==> src/rtl/cdc_pkg.sv <==
// Shared types and defaults for the toggle req/ack clock-domain-crossing blocks.
package cdc_pkg;

  typedef enum logic {
    IDLE     = 1'b0,
    WAIT_ACK = 1'b1
  } cdc_tx_state_t;

  localparam int CDC_DEFAULT_WIDTH       = 4;
  localparam int CDC_DEFAULT_SYNC_STAGES = 2;

endpackage

==> src/rtl/cdc_sync_bit.sv <==
// Multi-flop synchronizer for one asynchronous bit; the output is the last
// stage, so a change on d shows up on q after SYNC_STAGES rising edges.
module cdc_sync_bit #(
  parameter int SYNC_STAGES = 2
) (
  input  logic clk,
  input  logic reset,
  input  logic d,
  output logic q
);

  logic [SYNC_STAGES-1:0] sync_q;
  logic [SYNC_STAGES-1:0] sync_d;

  // Shift d into the chain; stage 0 is the only flop that may go metastable.
  always_comb begin
    sync_d = {sync_q[SYNC_STAGES-2:0], d};
  end

  // Synchronizer stages with asynchronous clear.
  always_ff @(posedge clk or posedge reset) begin
    if (reset) begin
      sync_q <= {SYNC_STAGES{1'b0}};
    end else begin
      sync_q <= sync_d;
    end
  end

  assign q = sync_q[SYNC_STAGES-1];

endmodule

==> src/rtl/cdc_handshake_tx.sv <==
// Source side of a two-phase toggle req/ack crossing: one word per handshake.
// Define CDC_HANDSHAKE_TX_TIMEOUT_EN to build the sticky ack-timeout flag.
module cdc_handshake_tx
  import cdc_pkg::*;
#(
  parameter int WIDTH          = CDC_DEFAULT_WIDTH,
  parameter int SYNC_STAGES    = CDC_DEFAULT_SYNC_STAGES,
  parameter int TIMEOUT_CYCLES = 1024
) (
  input  logic             clk,
  input  logic             reset,
  input  logic             in_valid,
  input  logic [WIDTH-1:0] in_data,
  output logic             in_ready,
  output logic             tx_req,
  output logic [WIDTH-1:0] tx_data,
  input  logic             tx_ack_async,
  output logic             busy,
  output logic             timeout_err
);

  cdc_tx_state_t    state_q, state_d;
  logic             tx_req_q, tx_req_d;
  logic [WIDTH-1:0] tx_data_q, tx_data_d;
  logic             in_ready_q, in_ready_d;
  logic             ack_sync;

  cdc_sync_bit #(
    .SYNC_STAGES(SYNC_STAGES)
  ) u_ack_sync (
    .clk  (clk),
    .reset(reset),
    .d    (tx_ack_async),
    .q    (ack_sync)
  );

  // Next-state: capture and toggle on accept, release once ack parity matches.
  always_comb begin
    state_d    = state_q;
    tx_req_d   = tx_req_q;
    tx_data_d  = tx_data_q;
    in_ready_d = in_ready_q;
    case (state_q)
      IDLE: begin
        if (in_valid) begin
          state_d    = WAIT_ACK;
          tx_req_d   = ~tx_req_q;
          tx_data_d  = in_data;
          in_ready_d = 1'b0;
        end else begin
          state_d    = IDLE;
          in_ready_d = 1'b1;
        end
      end
      WAIT_ACK: begin
        if (ack_sync == tx_req_q) begin
          state_d    = IDLE;
          in_ready_d = 1'b1;
        end else begin
          state_d    = WAIT_ACK;
          in_ready_d = 1'b0;
        end
      end
      default: begin
        state_d    = IDLE;
        in_ready_d = 1'b1;
      end
    endcase
  end

  // Handshake state and all registered outputs.
  always_ff @(posedge clk or posedge reset) begin
    if (reset) begin
      state_q    <= IDLE;
      tx_req_q   <= 1'b0;
      tx_data_q  <= {WIDTH{1'b0}};
      in_ready_q <= 1'b1;
    end else begin
      state_q    <= state_d;
      tx_req_q   <= tx_req_d;
      tx_data_q  <= tx_data_d;
      in_ready_q <= in_ready_d;
    end
  end

  assign in_ready = in_ready_q;
  assign busy     = ~in_ready_q;
  assign tx_req   = tx_req_q;
  assign tx_data  = tx_data_q;

`ifdef CDC_HANDSHAKE_TX_TIMEOUT_EN
  localparam int               CNT_W   = $clog2(TIMEOUT_CYCLES + 1);
  localparam logic [CNT_W-1:0] CNT_MAX = CNT_W'(TIMEOUT_CYCLES);

  logic [CNT_W-1:0] cnt_q, cnt_d;
  logic             timeout_err_q, timeout_err_d;

  // Counter sits at zero in IDLE, so it starts from zero on every entry to WAIT_ACK.
  always_comb begin
    cnt_d         = cnt_q;
    timeout_err_d = timeout_err_q;
    if (state_q == IDLE) begin
      cnt_d = {CNT_W{1'b0}};
    end else if (cnt_q != CNT_MAX) begin
      cnt_d = cnt_q + CNT_W'(1);
    end else begin
      cnt_d = cnt_q;
    end
    if ((state_q == WAIT_ACK) && (cnt_d == CNT_MAX)) begin
      timeout_err_d = 1'b1;
    end else begin
      timeout_err_d = timeout_err_q;
    end
  end

  // Wait counter and sticky flag; only reset clears the flag.
  always_ff @(posedge clk or posedge reset) begin
    if (reset) begin
      cnt_q         <= {CNT_W{1'b0}};
      timeout_err_q <= 1'b0;
    end else begin
      cnt_q         <= cnt_d;
      timeout_err_q <= timeout_err_d;
    end
  end

  assign timeout_err = timeout_err_q;
`else
  // The flag can never set in this build; the term only keeps the parameter referenced.
  localparam bit TIMEOUT_EN = 1'b0;
  assign timeout_err = TIMEOUT_EN & (TIMEOUT_CYCLES != 0);
`endif

endmodule

==> config.mk <==
export PLATFORM = sky130hd
export DESIGN_NAME = cdc_handshake_tx
export DESIGN_NICKNAME = d
export VERILOG_FILES = /design/src/rtl/cdc_pkg.sv /design/src/rtl/cdc_sync_bit.sv /design/src/rtl/cdc_handshake_tx.sv
export SDC_FILE = /design/constraint.sdc
export NUM_CORES = 1
export LEC_CHECK = 0
export CAP_MARGIN = 10
export CORE_AREA = 3 3 40 42
export DETAILED_ROUTE_END_ITERATION = 10
export DIE_AREA = 0 0 43 45
export GPL_TIMING_DRIVEN = 0
export PLACE_DENSITY_LB_ADDON = 0.12
export RECOVER_POWER = 100
export SETUP_SLACK_MARGIN = 0.5
export SYNTH_ARGS = -nofsm -noshare
export SYNTH_HDL_FRONTEND = slang
export SYNTH_HIERARCHICAL = 1
export SYNTH_SLANG_ARGS = --single-unit
export TNS_END_PERCENT = 50
==> constraint.sdc <==
create_clock -name clk -period 3.3 [get_ports clk]
set_input_delay 0.99 -clock clk [delete_from_list [all_inputs] [get_ports clk]]
set_output_delay 0.99 -clock clk [all_outputs]
set_load 0.01 [all_outputs]
Word level (Yosys, flattened, before mapping):

Index checks and enable logic that the tools add are counted.

* register bits: 9
* input bits: 8
* output and inout port bits: 8
* word-level logic and storage cells: 16

* equal/unequal tests: 1
* muxes and demuxes: 6
* bitwise gates (word level): 3
* reduce and logical (&&, ||, !) cells: 1

Operators by type and width (number)
* $mux 1: 4
* $pmux 1 s2: 2
* $not 1->1: 3
* $reduce_and 2->1: 1
* $eq 1x1->1: 1

Depth between registers and ports, before layout:

* depth after elaboration: 3
* gate-level depth with buffers: 3
* mapped depth without buffers: 2

By module:

The synthesis kept the hierarchy.

By module, submodules not included
* cdc_handshake_tx: times used 1, cells an instance 21, area each 302.8 um^2, seq. area each 176.4 um^2
* cdc_sync_bit: times used 1, cells an instance 3, area each 53.8 um^2, seq. area each 50.0 um^2

Worst setup path after synthesis:

OpenSTA, ideal clock, no wires.

* path kind: input -> register
* start: input port in_valid
* end: register tx_data_q[0], in the netlist tx_data[0]
* library setup time: 0.125 ns
* arrival: 1.556 ns
* path slack: 1.619 ns
* stages on the path: 3
* cell sequence: nor2b_1 -> buf_6 -> mux2_4

* longest elaborated chain between the ends: 1

Ends and longest elaborated chain
* start: declaration: line cdc_handshake_tx.sv:12 `input logic in_valid,`
* $reduce_and 2->1 (no line)
* end signal: assignment: line cdc_handshake_tx.sv:76 `tx_data_q <= {WIDTH{1'b0}};`
* end signal: assignment: line cdc_handshake_tx.sv:81 `tx_data_q <= tx_data_d;`
* end: declaration: line cdc_handshake_tx.sv:24 `logic [WIDTH-1:0] tx_data_q, tx_data_d;`

Every way passes these cells.
A chain may end at the register's enable or synchronous reset.

Worst setup path in the final report:

* start: register in_ready_q, in the netlist in_ready
* end: output port busy

* longest elaborated chain between the ends: 1

Ends and longest elaborated chain
* start: declaration: line cdc_handshake_tx.sv:25 `logic in_ready_q, in_ready_d;`
* start signal: assignment: line cdc_handshake_tx.sv:82 `in_ready_q <= in_ready_d;`
* $not 1->1: line cdc_handshake_tx.sv:87 `assign busy = ~in_ready_q;`
* end: declaration: line cdc_handshake_tx.sv:18 `output logic busy,`

Every way passes these cells.

==> results_dict.tcl <==
set metrics [dict create \
    place_ws_ns 1.13 \
    synth.distinct_cells 11 \
    port-buffer-count 14 \
    pwr-share-seq_pct 43.2 \
    diodes 0 \
    worst_skew_pair.late_latency_ns 0.26 \
    path_cells "inv_1, dlygate4sd3_1" \
    fin_worst_skew_ns 0.00277 \
    pwr-share-comb_pct 37.1 \
    min_to "u_ack_sync/sync_q[1]" \
    grt_pass1_wl_um 966 \
    synth_area_um2 357 \
    drtPass1Iterations 1 \
    drt_wl_total_um 552 \
    grt_use_total_pct 7.18 \
    critPathLaunchType "register" \
    area_growth_syn_to_layout_pct 45.6 \
    clkPwrFrac_pct 19.7 \
    critPathCaptureType "primary output" \
    finalMaxSlewViolations 0 \
    grt_pass1_vias 215 \
    postCtsHoldBufs 0 \
    grt_max_degree 8 \
    clock-root-buffer "clkbuf_4" \
    whs_ns 0.359 \
    path_clk_slew_ns 0.06 \
    hp-class "reg -> reg" \
    placed_cells 53 \
    cpPeakStageDelay_ns 0.59 \
    path_max_fanout 2 \
    yosys_warnings 6 \
    worstHoldStart "u_ack_sync/sync_q[0]" \
    synth-seq-area-share_pct 63.5 \
    core_area_um2 1280 \
    nFillCells 122 \
    synth_top_cells_by_count "dfrtp_1 (8), mux2_4 (4), inv_1 (3)" \
    cp.arrival_ns 1.39 \
    synth-seq-cells 9 \
    setup_viol 0 \
    initial_core_util_pct 27.8 \
    die_h_um 45 \
    drv_cap 0 \
    p_int_mw 0.301 \
    route.vias.total 218 \
    antenna_found_initial 0 \
    dieWidth_um 43 \
    slowest_stage "dlygate4sd3_1" \
    cts_buffer_depth 2 \
    critPathRequiredTime_ns 2.31 \
    cts_tree "built" \
    period_share_pct 72.2 \
    place.gp.congestion 0.583 \
    num_rows 13 \
    syn_inst 24 \
    cts_resized 0 \
    rrSetupSlack_ns 2.01 \
    synth-edff-count 0 \
    p_sw_share_pct 29.6 \
    gr-total-overflow 0 \
    wire_per_inst_um 9.68 \
    synth_top_area_cell "dfrtp_1" \
    dieArea_um2 1940 \
    ir_drop_uv 281 \
    p_total_mw 0.428 \
    yosysMostFrequentCell "dfrtp_1" \
    htreeDepth 1 \
    timing.rr.end "tx_data[1]" \
    layout.cells.non_filler 57 \
    tns_ns 0 \
    vias_per_cell 3.82 \
    ant_nets 0 \
    fin_ws_ns 0.917 \
    fmax_mhz 420 \
    cts.sinks 9 \
    synth_area_per_cell_um2 14.9 \
    p_switching_mw 0.127 \
    synth_top_area_share_pct 56.1 \
    num_io_pins 16 \
    ys.flop_type "dfrtp_1" \
    r2r_start "state_q" \
    min_period_ns 2.38 \
    whs_path_depth 0 \
    p_leak_nw 0.239 \
    drc_errors 0 \
    power-per-cell-area_nw_per_um2 824 \
    status "completed" \
    cts_setup_buffers 0 \
    drt_iter0_drc 0 \
    rsz0062_at_grt "false" \
    syn-num-nets 32 \
    reg2reg_depth 3 \
    final_layout_size_suffix_gt1_share_pct 11.9 \
    criticalPathCategory "reg -> out" \
    async_reset_ff_share_pct 100 \
    cts_buffers 3 \
    yosys-top-cells-area "dfrtp_1 (56%), mux2_4 (17%), dfstp_2 (7.4%), xor2_1 (4.9%), buf_6 (3.2%)" \
    finalHoldViolCount 0 \
    final_nets 51 \
]
## cell usage in the layout, fill, tap and decap left out, drive strengths merged, types with 2 or more instances in the layout
cell type	Yosys	layout
inv	3	3
mux2	4	4
clkbuf	0	5
dfrtp	8	8
dlygate4sd3	0	10
xor2	2	2
clkdlybuf4s50	0	4
## state kept, by name, indices dropped and copies added (netlist names)
register           count
in_ready               1
tx_data                4
tx_req                 1
state_q                1
u_ack_sync/sync_q      2
## through the flow
stage,area (µm²),util [%]
final,519,40.4
after global routing,519,40.4
after CTS,542,42.2
after detailed placement,515,40.1
after global placement,515,40.1
after floorplan,357,-
## cells by family after synthesis
logic type	count (synthesis)	synth area share [%]
AO/OA/AOI/OAI	2	3.51
flip-flops	9	63.5
AND/OR/NAND/NOR	1	1.76
other	1	1.05
multiplexers	4	16.8
buffers and inverters	5	8.42
XOR/XNOR	2	4.91
## routing by layer
metal | up-vias | share of wire (%) | GRT usage, %
li1 | 108 | - | -
met1 | 98 | 46 | 9.55
met2 | 12 | 44 | 8.08
met3 | 0 | 10 | 3.19
met4 | 0 | 0 | 7.23
met5 | - | 0 | 0
## how the worst max path moves through the flow
stage,to,cells past startpoint,start,slack [ns]
floorplan,tx_data[0],3,in_valid,1.62
detailed placement,tx_data[1],4,in_valid,1.13
global placement,tx_data[2],4,in_valid,1.13
finish,busy,2,in_ready,0.92
global route,busy,2,in_ready,0.87
CTS,in_ready,1,in_ready,1.00
## power groups by stage
stage	clock (mW)	combinational, mW	sequential (mW)
after floorplan	0	0.0861	0.207
after global placement	0	0.209	0.187
after detailed placement	0	0.209	0.191
after CTS	0.0865	0.211	0.189
after global routing	0.0907	0.176	0.190
final	0.0842	0.159	0.185
## worst max-delay path, delay by kind of cell, from the launching register on
| kind | cells | cell delay (ns) |
|---|---|---|
| flops | 1 | 0.52 |
| buf+inv | 2 | 0.62 |
## cell type report
type | instances | area, µm² | area share [%]
multi-input cells | 10 | 85.1 | 16.4
inverters | 3 | 11.3 | 2.17
plain buffers | 2 | 11.3 | 2.17
flip-flops and latches | 9 | 226 | 43.6
repair buffers | 14 | 140 | 27.0
well taps | 15 | 18.8 | 3.61
clock buffers | 4 | 26.3 | 5.06
(Power assumes the default switching activity.)
